## src/rtl/fifo_wr_arbiter.sv

```systemverilog
// ---------------------------------------------------------------------------
// fifo_wr_arbiter
//   Round-robin arbiter that shares one synchronous FIFO write port between
//   NUM_REQ producers. Each grant is a burst of up to MAX_BURST beats. The
//   FIFO full/almostfull flags hold the burst off. The write toward the FIFO
//   is registered. A sticky overflow error is kept, and accepted beats are
//   counted.
//
// Ports
//   clk, rst          clock, synchronous active-high reset
//   req[i]            requester i has a beat on req_data slice i
//   req_data          NUM_REQ slices of FIFO_WIDTH bits
//   req_last[i]       the current beat is the final beat of requester i's burst
//   gnt               one-hot current owner (registered), zero when idle
//   accept[i]         beat of requester i consumed this cycle (combinational)
//   fifo_wr_en        FIFO write enable (registered)
//   fifo_data_in      FIFO write data (registered)
//   fifo_full         FIFO full
//   fifo_almostfull   FIFO one slot from full
//   fifo_overflow     FIFO rejected a write
//   err_overflow      sticky: fifo_overflow seen since reset
//   beat_count        accepted beats, wraps at 2^16
//   state_dbg         FSM state (0 = IDLE, 1 = BURST)
//
// Handshake: a beat moves when req[o] and accept[o] are both high in the same
//   cycle. accept is only ever raised for the granted owner. A requester keeps
//   req and its data stable until it sees accept. Dropping req while granted
//   ends the burst at the next edge.
// ---------------------------------------------------------------------------
module fifo_wr_arbiter #(
  parameter int NUM_REQ    = 4,
  parameter int FIFO_WIDTH = 16,
  parameter int MAX_BURST  = 4
) (
  input  logic                          clk,
  input  logic                          rst,
  input  logic [NUM_REQ-1:0]            req,
  input  logic [NUM_REQ*FIFO_WIDTH-1:0] req_data,
  input  logic [NUM_REQ-1:0]            req_last,
  output logic [NUM_REQ-1:0]            gnt,
  output logic [NUM_REQ-1:0]            accept,
  output logic                          fifo_wr_en,
  output logic [FIFO_WIDTH-1:0]         fifo_data_in,
  input  logic                          fifo_full,
  input  logic                          fifo_almostfull,
  input  logic                          fifo_overflow,
  output logic                          err_overflow,
  output logic [15:0]                   beat_count,
  output logic                          state_dbg
);

  localparam int IDX_W = $clog2(NUM_REQ);
  localparam int BC_W  = (MAX_BURST > 1) ? $clog2(MAX_BURST) : 1;
  localparam logic [BC_W-1:0]    BURST_END = BC_W'(MAX_BURST - 1);
  localparam logic [IDX_W-1:0]   LAST_INIT = IDX_W'(NUM_REQ - 1);
  localparam logic [NUM_REQ-1:0] ONE_HOT0  = NUM_REQ'(1);

  typedef enum logic {IDLE = 1'b0, BURST = 1'b1} state_t;

  state_t                 state;
  logic [IDX_W-1:0]       owner;
  logic [IDX_W-1:0]       last_owner;
  logic [BC_W-1:0]        burst_cnt;

  logic                   pick_valid;
  logic [IDX_W-1:0]       pick_idx;
  logic [IDX_W-1:0]       cand;
  logic                   stall;
  logic                   beat_acc;
  logic                   burst_done;
  logic [FIFO_WIDTH-1:0]  owner_data;

  assign state_dbg = state;

  // Round-robin search starting just after last_owner. The loop walks from
  // the farthest candidate to the nearest, so the nearest requester wins.
  always_comb begin
    pick_valid = 1'b0;
    pick_idx   = '0;
    cand       = '0;
    for (int k = NUM_REQ; k >= 1; k--) begin
      cand = IDX_W'((int'(last_owner) + k) % NUM_REQ);
      if (req[cand]) begin
        pick_valid = 1'b1;
        pick_idx   = cand;
      end
    end
  end

  // Owner's data slice, selected with constant slices only.
  always_comb begin
    owner_data = '0;
    for (int i = 0; i < NUM_REQ; i++) begin
      if (owner == IDX_W'(i)) owner_data = req_data[i*FIFO_WIDTH +: FIFO_WIDTH];
    end
  end

  // almostfull together with a write already in flight means the FIFO will be
  // full by the time the next write lands, so hold this beat back.
  assign stall      = fifo_full | (fifo_almostfull & fifo_wr_en);
  assign beat_acc   = (state == BURST) & req[owner] & ~stall;
  assign burst_done = (beat_acc & (req_last[owner] | (burst_cnt == BURST_END))) | ~req[owner];

  always_comb begin
    accept = '0;
    if (beat_acc) accept[owner] = 1'b1;
  end

  always_ff @(posedge clk) begin
    if (rst) begin
      state        <= IDLE;
      gnt          <= '0;
      owner        <= '0;
      last_owner   <= LAST_INIT;
      burst_cnt    <= '0;
      fifo_wr_en   <= 1'b0;
      fifo_data_in <= '0;
      err_overflow <= 1'b0;
      beat_count   <= '0;
    end else begin
      if (fifo_overflow) err_overflow <= 1'b1;
      fifo_wr_en <= 1'b0;
      case (state)
        IDLE: begin
          if (pick_valid) begin
            gnt       <= ONE_HOT0 << pick_idx;
            owner     <= pick_idx;
            burst_cnt <= '0;
            state     <= BURST;
          end
        end
        BURST: begin
          if (beat_acc) begin
            fifo_wr_en   <= 1'b1;
            fifo_data_in <= owner_data;
            beat_count   <= beat_count + 16'd1;
            burst_cnt    <= burst_cnt + 1'b1;
          end
          if (burst_done) begin
            gnt        <= '0;
            last_owner <= owner;
            state      <= IDLE;
          end
        end
        default: state <= IDLE;
      endcase
    end
  end

endmodule

```

## config.mk

```make
export PLATFORM = sky130hd
export DESIGN_NAME = fifo_wr_arbiter
export DESIGN_NICKNAME = d
export VERILOG_FILES = /design/src/rtl/fifo_wr_arbiter.sv
export SDC_FILE = /design/constraint.sdc
export NUM_CORES = 1
export LEC_CHECK = 0
export ABC_AREA = 1
export CAP_MARGIN = 20
export CORE_ASPECT_RATIO = 0.75
export CORE_MARGIN = 2
export CORE_UTILIZATION = 35
export CTS_BUF_LIST = sky130_fd_sc_hd__clkbuf_8
export DETAILED_ROUTE_END_ITERATION = 8
export PLACE_DENSITY = 0.75
export SLEW_MARGIN = 20
export SYNTH_ARGS = -nofsm -noshare
export SYNTH_HDL_FRONTEND = slang
export SYNTH_SLANG_ARGS = --single-unit
```

## constraint.sdc

```tcl
create_clock -name clk -period 2.4 [get_ports clk]
set_clock_uncertainty 0.15 [all_clocks]
set_input_delay 0.48 -clock clk [delete_from_list [all_inputs] [get_ports clk]]
set_output_delay 0.48 -clock clk [all_outputs]
set_load 0.01 [all_outputs]
```

==> summary.md, run 1 <==
| Metric | Value |
|---|---|
| Gate power share | `53.8%` |
| Net switching power | `1.27 mW` |
| Seq pwr share | `31.8%` |
| Crit-path cells | `clkdlybuf4s50_1, a211oi_2, buf_4, nand2_8, nor3_4, buf_2` |
| Die height | `78.0 um` |
| Sw Ratio | `41.8%` |
| Post-synth ARST share | `0%` |
| Post-synthesis cell type count | `34` |
| Synth Instances | `381` |
| RSZ-0062 raised after global routing | `no` |
| Worst EP required | `1.77 ns` |
| Num Clock Sinks | `45` |
| P_int | `1.77 mW` |
| Max-Slew Margin vs Limit | `76.3%` |
| Yosys reg bits | `45` |
| CTS tree | `done` |
| Drt pass-1 iters | `4` |
| Post-CTS Hold Buffers | `0` |
| TritonCTS Buffers | `5` |
| Top_reg_cell synth | `dfxtp_1` |
| Worst-Skew Late Latency | `0.29 ns` |
| # setup viols final | `0` |
| WL/cell | `12.9 um` |
| CORE AREA | `0.00693 mm2` |
| Vias in the first global route | `2872` |
| Clock share of power | `14.4%` |
| Crit path DAT | `1.67 ns` |
| DIE AREA | `0.00801 mm2` |
| Largest stage delay on the critical path | `0.41 ns` |
| Row Count | `26` |
| Syn nets | `460` |
| CTS H-tree lvls | `2` |
| CP max-delay cell | `clkdlybuf4s50_1` |
| Mapped Area | `0.00255 mm2` |
| Clock root cell | `clkbuf_8` |
| Synth-to-Final Area Change | `59.3%` |
| DR DRC count | `0` |
| Hold_ws | `0.323 ns` |
| Share of cells above drive strength 1 | `11.8%` |
| Final hold vios | `0` |
| Final ANT Viol Nets | `0` |
| Total track usage | `20.5%` |
| Power Total | `3.04 mW` |
| CP Class | `in2out` |
| Status | `finished clean` |
| Vias | `2976` |
| Pwr/cell area | `748 mW/mm2` |
| Number of synthesized flops with an enable pin | `0` |
| Clock Pin Slew Worst Setup and Hold Paths | `0.08 ns` |
| NumNets Final | `594` |
| Worst vdd ir | `287 uV` |
| DR vias/cell | `4.85` |
| Critical path capture point type | `output pin` |
| Sequential cell area fraction in the yosys report | `35.3%` |
| Ports | `120` |
| Initial Utilization | `36.9%` |
| Critical path fanouts, max | `9` |
| Syn avg cell area | `6.71 um2` |
| Max_cap viols | `0` |
| HPWL Detailed | `6180 um` |
| Clock buffer depth | `2` |
| Largest net degree at the start of global routing | `20` |
| PortBufs | `119` |
| Worst Max-Slew Pin Slew | `0.356 ns` |
| Yosys warning total | `0` |
| Worst Setup Start Kind | `input pin` |
| Lkg Pwr | `1.67 nW` |
| Final Max Tran Viols | `0` |
| Period utilization | `95.7%` |
| Diodes inserted | `0` |
| Die width | `103 um` |
| Initial antenna violation count | `0` |
| Routed wire length | `7910 um` |
| FMAX | `435 MHz` |
| Min-delay worst type | `reg2reg` |
| Final min period | `2.30 ns` |
| Congestion Overflow GR | `0` |
| Gpl congestion | `0.894` |
| First-pass GRT wire length | `13300 um` |
| DRT iter0 DRCs | `114` |
[worst max-delay path: cells and delay by family]
| kind | cells | cell delay (ns) |
|---|---|---|
| AND/OR/NAND/NOR | 2 | 0.22 |
| AO/OA/AOI/OAI | 1 | 0.22 |
| buffers and inverters | 3 | 0.73 |
[Yosys cell counts (all sizes together), types with 2 or more instances]
master | count | area [um2]
nand2 | 137 | 534
a22oi | 2 | 20.0
clkbuf | 7 | 26.3
nor3 | 5 | 25.0
xnor2 | 6 | 52.6
buf | 8 | 57.6
a221oi | 13 | 114
nand3 | 38 | 190
o21ai | 26 | 168
o211ai | 2 | 15.0
inv | 25 | 96.3
nor2 | 30 | 130
ha | 2 | 25.0
xor2 | 4 | 35.0
a21oi | 24 | 120
dfxtp | 45 | 901
[timing repair]
item | CTS | global route
setup endpoints to repair | 4 | 4
setup buffers | 0 | 0
resized for setup | 10 | 12
cloned | 0 | 0
[path summary, 6_finish.rpt]
path | depth (start not counted) | slack, ns | startpoint | to
worst min register to register | 2 | 0.32 | err_overflow$_SDFFE_PP0P_ | err_overflow$_SDFFE_PP0P_
worst max-delay path | 6 | 0.10 | fifo_almostfull | accept[1]
worst max register to register | 10 | 0.38 | owner[0]$_SDFFE_PP0P_ | fifo_data_in[12]$_SDFFE_PP0P_
worst min-delay path | 2 | 0.32 | err_overflow$_SDFFE_PP0P_ | err_overflow$_SDFFE_PP0P_
[layout make-up]
type / instances / area, um2
sequential: 45 / 903
inverter: 26 / 100
clock inverter: 3 / 11.3
fill: 663 / 2860
multi-input combinational: 295 / 1510
timing repair buffer: 142 / 1360
clock buffer: 5 / 68.8
tap: 98 / 123
[cell families (layout without fill, tap and decap cells)]
kind of cell	after synthesis	in the layout	synth area share, %
buf+inv	41	176	7.20
xor+xnor	10	10	3.43
fa+ha+maj	2	2	0.979
simple gates	213	213	35.2
compound gates	70	70	18.0
flops	45	45	35.3
[placed cells by master, fill, tap and decap left out, types with 2 or more instances in the layout]
master / instances
inv_1: 23
dfxtp_2: 2
o21ai_2: 10
nor3_4: 2
a221oi_1: 13
o211ai_1: 2
buf_2: 2
a21oi_1: 24
nand2_1: 133
clkbuf_8: 5
buf_4: 22
nand3_1: 38
xor2_1: 4
clkdlybuf4s50_1: 115
ha_1: 2
o21ai_0: 15
dfxtp_1: 43
nor2_4: 2
clkbuf_2: 2
inv_2: 4
xnor2_1: 6
nor2_1: 27
nor3_1: 3
nand2_2: 2
[power groups by stage]
stage	Combinational, mW	Clock (mW)	Sequential [mW]
after floorplan	0.975	0	0.970
after detailed placement	1.62	0	0.972
after global routing	1.85	0.494	0.986
after CTS	1.63	0.450	0.958
final	1.64	0.439	0.968
after global placement	1.59	0	0.970
[stage by stage]
stage                     setup TNS (ns)  utilization (%)  instance area [um2]  cells  setup WS, ns
after global placement             -1.17             57.3                 3970    606        -0.315
after detailed placement           -1.26             57.3                 3970    606        -0.378
final                                  0             58.7                 4070    614         0.102
after CTS                       -0.00259             58.6                 4060    614      -0.00158
after global routing                   0             58.7                 4070    614       0.00971
after floorplan                        0                -                 2550    381         0.302
[routing by layer]
metal | track usage [%] | wire [um] | share of wire (%) | vias up
li1 | - | - | - | 1531
met1 | 26.6 | 3630 | 46 | 1361
met2 | 35.1 | 3840 | 49 | 77
met3 | 4.50 | 376 | 4.8 | 7
met4 | 3.73 | 59 | 0.75 | 0
met5 | 0 | 0 | 0 | -
[state kept, by name (all words and copies together), names as in the netlist]
signal,flops
fifo_wr_en,1
burst_cnt,2
state_dbg,1
err_overflow,1
gnt,4
last_owner,2
beat_count,16
fifo_data_in,16
owner,2
Note: power is estimated with default switching activity, not from simulation.
==> run 2: changes to the inputs <==
--- a/config.mk
+++ b/config.mk
@@ -6,6 +6,7 @@
 export NUM_CORES = 1
 export LEC_CHECK = 0
 export ABC_AREA = 1
+export ABC_CLOCK_PERIOD_IN_PS = 2350
 export CAP_MARGIN = 20
 export CORE_ASPECT_RATIO = 0.75
 export CORE_MARGIN = 2
==> constraint.sdc (replaced) <==
create_clock -name clk -period 2.35 [get_ports clk]
set_clock_uncertainty 0.15 [all_clocks]
set_input_delay 0.47 -clock clk [delete_from_list [all_inputs] [get_ports clk]]
set_output_delay 0.47 -clock clk [all_outputs]
set_load 0.01 [all_outputs]
==> summary.md, run 2 (synthesis results as in run 1) <==
| Metric | Value |
|---|---|
| Status | `finished clean` |
| First-pass GRT wire length | `13400 um` |
| Cell area after layout | `0.00410 mm2` |
| Initial Utilization | `36.9%` |
| Worst-Skew Late Latency | `0.29 ns` |
| Row Count | `26` |
| Worst Max-Slew Pin Slew | `0.378 ns` |
| Final hold vios | `0` |
| Clock Pin Slew Worst Setup and Hold Paths | `0.08 ns` |
| Final Max Tran Viols | `0` |
| Period utilization | `97.3%` |
| Critical path capture point type | `output pin` |
| Pwr/cell area | `773 mW/mm2` |
| DRT iter0 DRCs | `101` |
| Worst vdd ir | `292 uV` |
| Max-Slew Margin vs Limit | `74.6%` |
| Largest regs | `beat_count x16, fifo_data_in x16, gnt x4` |
| Clock buffer depth | `2` |
| Max_cap viols | `0` |
| Vias in the first global route | `3084` |
| Share of cells above drive strength 1 | `12.4%` |
| Total track usage | `20.5%` |
| Die width | `103 um` |
| Vias | `2999` |
| Synth-to-Final Area Change | `60.5%` |
| Hold EP | `err_overflow$_SDFFE_PP0P_` |
| Die height | `78.0 um` |
| RSZ-0062 raised after global routing | `no` |
| Crit path DAT | `1.67 ns` |
| Crit path from | `fifo_almostfull` |
| DP Area | `0.00400 mm2` |
| PortBufs | `119` |
| Num Clock Sinks | `45` |
| Most common cell after layout, fill and taps aside | `nand2_1` |
| Hold path start | `err_overflow$_SDFFE_PP0P_` |
| Hold Path Stages | `2` |
| RR Startpoint | `owner[0]$_SDFFE_PP0P_` |
| Congestion Overflow GR | `0` |
| NumNets Final | `596` |
| Initial antenna violation count | `0` |
| HPWL Detailed | `6200 um` |
| Post-CTS Hold Buffers | `0` |
| Diodes inserted | `0` |
| # setup viols final | `0` |
| DIE AREA | `0.00801 mm2` |
| Gpl congestion | `0.919` |
| CTS H-tree lvls | `2` |
| Ports | `120` |
| WL/cell | `12.7 um` |
| Worst EP required | `1.73 ns` |
| CP Class | `in2out` |
| DR DRC count | `0` |
| DR vias/cell | `4.87` |
| R2r worst-path depth | `10` |
| Final min period | `2.29 ns` |
| Worst Setup Start Kind | `input pin` |
| Post-Layout Cell Count | `616` |
| Routed wire length | `7840 um` |
| CORE AREA | `0.00693 mm2` |
| Largest net degree at the start of global routing | `26` |
| Drt pass-1 iters | `4` |
| # placed instances | `608` |
| Min-delay worst type | `reg2reg` |
| TritonCTS Buffers | `5` |
| Lkg Pwr | `1.68 nW` |
| FMAX | `437 MHz` |
| Clock root cell | `clkbuf_8` |
| Final ANT Viol Nets | `0` |
| Worst reg-to-reg setup slack | `0.25 ns` |
| Critical path fanouts, max | `9` |
| Commonest cells after routing, fill and taps aside | `133 x nand2_1, 115 x clkdlybuf4s50_1, 45 x dfxtp_1` |
| Reg-to-reg endpoint | `burst_cnt[0]$_SDFFE_PP0P_` |
| CTS tree | `done` |
==> run 2: power breakdown <==
part / leakage, nW / switching [mW] / internal [mW]
clock: 0.0542 / 0.257 / 0.266
combinational: 1.26 / 0.931 / 0.742
sequential: 0.365 / 0.103 / 0.872
==> run 2: cell type report <==
cell class / count / area, um2
Inverter: 26 / 100
Timing Repair Buffer: 144 / 1380
Clock inverter: 1 / 5.00
Multi-Input combinational cell: 295 / 1490
Sequential cell: 45 / 901
Tap cell: 98 / 123
Clock buffer: 7 / 96.3
Fill cell: 673 / 2830
==> run 2: repair_timing <==
item | in CTS | in global routing
endpoints found under the setup margin | 4 | 2
pin swaps | 1 | 1
buffers inserted | 0 | 0
gates resized for setup | 15 | 4
==> run 2: routing by layer <==
layer	up-vias	wire [um]	GRT usage [%]
li1	1536	-	-
met5	-	0	0
met3	8	386	4.23
met2	67	3840	36.7
met1	1388	3540	24.8
met4	0	75	5.07
==> run 2: worst max-delay path, stage by stage <==
cell,delay (ns)
clkdlybuf4s50_1,0.42
a211oi_2,0.22
buf_4,0.18
nand2_8,0.08
nor3_1,0.14
buf_2,0.16
==> run 2: worst max path at each step <==
stage	endpoint	depth (start not counted)
global placement	accept[2]	6
detailed placement	accept[2]	6
floorplan	accept[1]	5
finish	accept[1]	6
global route	accept[1]	6
CTS	accept[0]	6
==> run 2: stage by stage <==
stage	util [%]	total power [mW]	TNS [ns]	hold slack (ns)	setup WS (ns)
after floorplan	-	1.99	0	0.309	0.269
after global placement	57.7	2.62	-4.44	0.301	-0.452
after detailed placement	57.7	2.65	-4.31	0.313	-0.459
after CTS	59.2	3.19	0	0.334	0.00534
after global routing	59.2	3.47	0	0.365	0.0246
final	59.2	3.17	0	0.329	0.0627
==> run 3: changes to the inputs <==
--- a/config.mk
+++ b/config.mk
@@ -13,7 +13,9 @@
 export CORE_UTILIZATION = 35
 export CTS_BUF_LIST = sky130_fd_sc_hd__clkbuf_8
 export DETAILED_ROUTE_END_ITERATION = 8
+export HOLD_SLACK_MARGIN = 0.06
 export PLACE_DENSITY = 0.75
+export RECOVER_POWER = 100
 export SLEW_MARGIN = 20
 export SYNTH_ARGS = -nofsm -noshare
 export SYNTH_HDL_FRONTEND = slang
==> summary.md, run 3 (synthesis results as in run 1) <==
| Metric | Value |
|---|---|
| Status | `finished clean` |
| Hold Path Stages | `2` |
| R2r worst-path depth | `10` |
| Most common cell after layout, fill and taps aside | `nand2_1` |
| Final core utilization | `58.3%` |
| Final setup margin | `0.0619 ns` |
| Commonest cells after routing, fill and taps aside | `133 x nand2_1, 76 x clkdlybuf4s50_1, 45 x dfxtp_1` |
| Worst vdd ir | `283 uV` |
| DR vias/cell | `4.87` |
| Pwr/cell area | `761 mW/mm2` |
| Drt pass-1 iters | `4` |
| Worst Max-Slew Pin Slew | `0.800 ns` |
| Post-CTS Hold Buffers | `0` |
| M3 GR Usage | `4.23%` |
| FMAX | `437 MHz` |
| Share of cells above drive strength 1 | `9.27%` |
| Period utilization | `97.4%` |
| Num Clock Sinks | `45` |
| Critical path fanouts, max | `9` |
| Setup bufs post-CTS | `0` |
| CTS tree | `done` |
| Met2 usage | `36.7%` |
| Vias | `3001` |
| Final ANT Viol Nets | `0` |
| DR DRC count | `0` |
| CORE AREA | `0.00693 mm2` |
| Worst slack, placed | `-0.459 ns` |
| Vias in the first global route | `3084` |
| Worst reg-to-reg setup slack | `0.24 ns` |
| Worst EP required | `1.73 ns` |
| Max-Slew Margin vs Limit | `46.7%` |
| Critical path capture point type | `output pin` |
| DIE AREA | `0.00801 mm2` |
| Gpl congestion | `0.919` |
| Synth-to-Final Area Change | `58.1%` |
| Clock Pin Slew Worst Setup and Hold Paths | `0.08 ns` |
| Hold path start | `err_overflow$_SDFFE_PP0P_` |
| Clock buffer depth | `2` |
| TritonCTS Buffers | `5` |
| # placed instances | `608` |
| CP max-delay cell | `clkdlybuf4s50_1` |
| Row Count | `26` |
| PortBufs | `119` |
| Total track usage | `20.5%` |
| NumNets Final | `596` |
| Power Total | `3.07 mW` |
| Grt met1 use | `24.8%` |
| Routed wire length | `7830 um` |
| Largest stage delay on the critical path | `0.42 ns` |
| Final setup TNS | `0 ns` |
| Hold EP | `err_overflow$_SDFFE_PP0P_` |
| Lkg Pwr | `1.76 nW` |
| Diodes inserted | `0` |
| Die height | `78.0 um` |
| Worst-Skew Late Latency | `0.29 ns` |
| Congestion Overflow GR | `0` |
| Reg-to-reg endpoint | `burst_cnt[0]$_SDFFE_PP0P_` |
| Final Max Tran Viols | `0` |
| RR Startpoint | `owner[0]$_SDFFE_PP0P_` |
| First-pass GRT wire length | `13400 um` |
| Initial Utilization | `36.9%` |
| HPWL Detailed | `6200 um` |
| DRT iter0 DRCs | `90` |
| Post-Layout Cell Count | `616` |
| CP Class | `in2out` |
| Crit path DAT | `1.67 ns` |
| Largest regs | `beat_count x16, fifo_data_in x16, gnt x4` |
| Busiest grt layer | `met2` |
| Crit-path cells | `clkdlybuf4s50_1, a211oi_2, buf_4, nand2_8, nor3_1, buf_2` |
| Min-delay worst type | `reg2reg` |
| Ports | `120` |
| Worst Setup Start Kind | `input pin` |
| WL/cell | `12.7 um` |
| Max_cap viols | `0` |
| Largest net degree at the start of global routing | `26` |
| RSZ-0062 raised after global routing | `no` |
| Initial antenna violation count | `0` |
| Final min period | `2.29 ns` |
| Final hold vios | `0` |
| CTS H-tree lvls | `2` |
| Clock root cell | `clkbuf_8` |
| # setup viols final | `0` |
| Die width | `103 um` |
## run 3: how the worst max path moves through the flow
stage	start	to	slack (ns)	cells past startpoint
final	fifo_almostfull	accept[1]	0.06	6
after floorplan	state_dbg$_SDFF_PP0_	accept[1]	0.27	5
after global placement	fifo_almostfull	accept[2]	-0.45	6
after global routing	fifo_almostfull	accept[3]	0.02	6
after CTS	fifo_full	accept[0]	0.005	6
after detailed placement	fifo_almostfull	accept[2]	-0.46	6
## run 3: layer usage
layer / vias up / routed length [um]
li1: 1536 / -
met4: 0 / 75
met1: 1386 / 3520
met2: 71 / 3830
met5: - / 0
met3: 8 / 406
## run 3: critical path: cells and delay by family
family | cells | cell delay (ns)
and+or+nand+nor | 2 | 0.22
buffers and inverters | 3 | 0.76
AOI/OAI and AO/OA | 1 | 0.22
## run 3: final cells by class
type,instances,area [um2]
fill,696,2890
multi-input combinational,295,1450
timing repair buffer,144,1360
sequential,45,901
tap,98,123
inverter,26,100
clock buffer,7,96.3
clock inverter,1,5.00
## run 3: timing repair
item | 4_1_cts | 5_1_grt
setup endpoints to repair | 4 | 2
pin swaps | 1 | 1
resized for setup | 15 | 4
cloned | 0 | 0
## run 3: power by group
part | total [mW] | internal (mW) | switching (mW)
clock network | 0.523 | 0.266 | 0.257
registers | 0.967 | 0.872 | 0.0954
logic | 1.58 | 0.682 | 0.901
## run 3: stage by stage
stage / instance area (um2) / hold WS (ns)
after floorplan: 2550 / 0.309
after global placement: 4000 / 0.301
after detailed placement: 4000 / 0.313
after CTS: 4100 / 0.334
after global routing: 4040 / 0.362
final: 4040 / 0.323
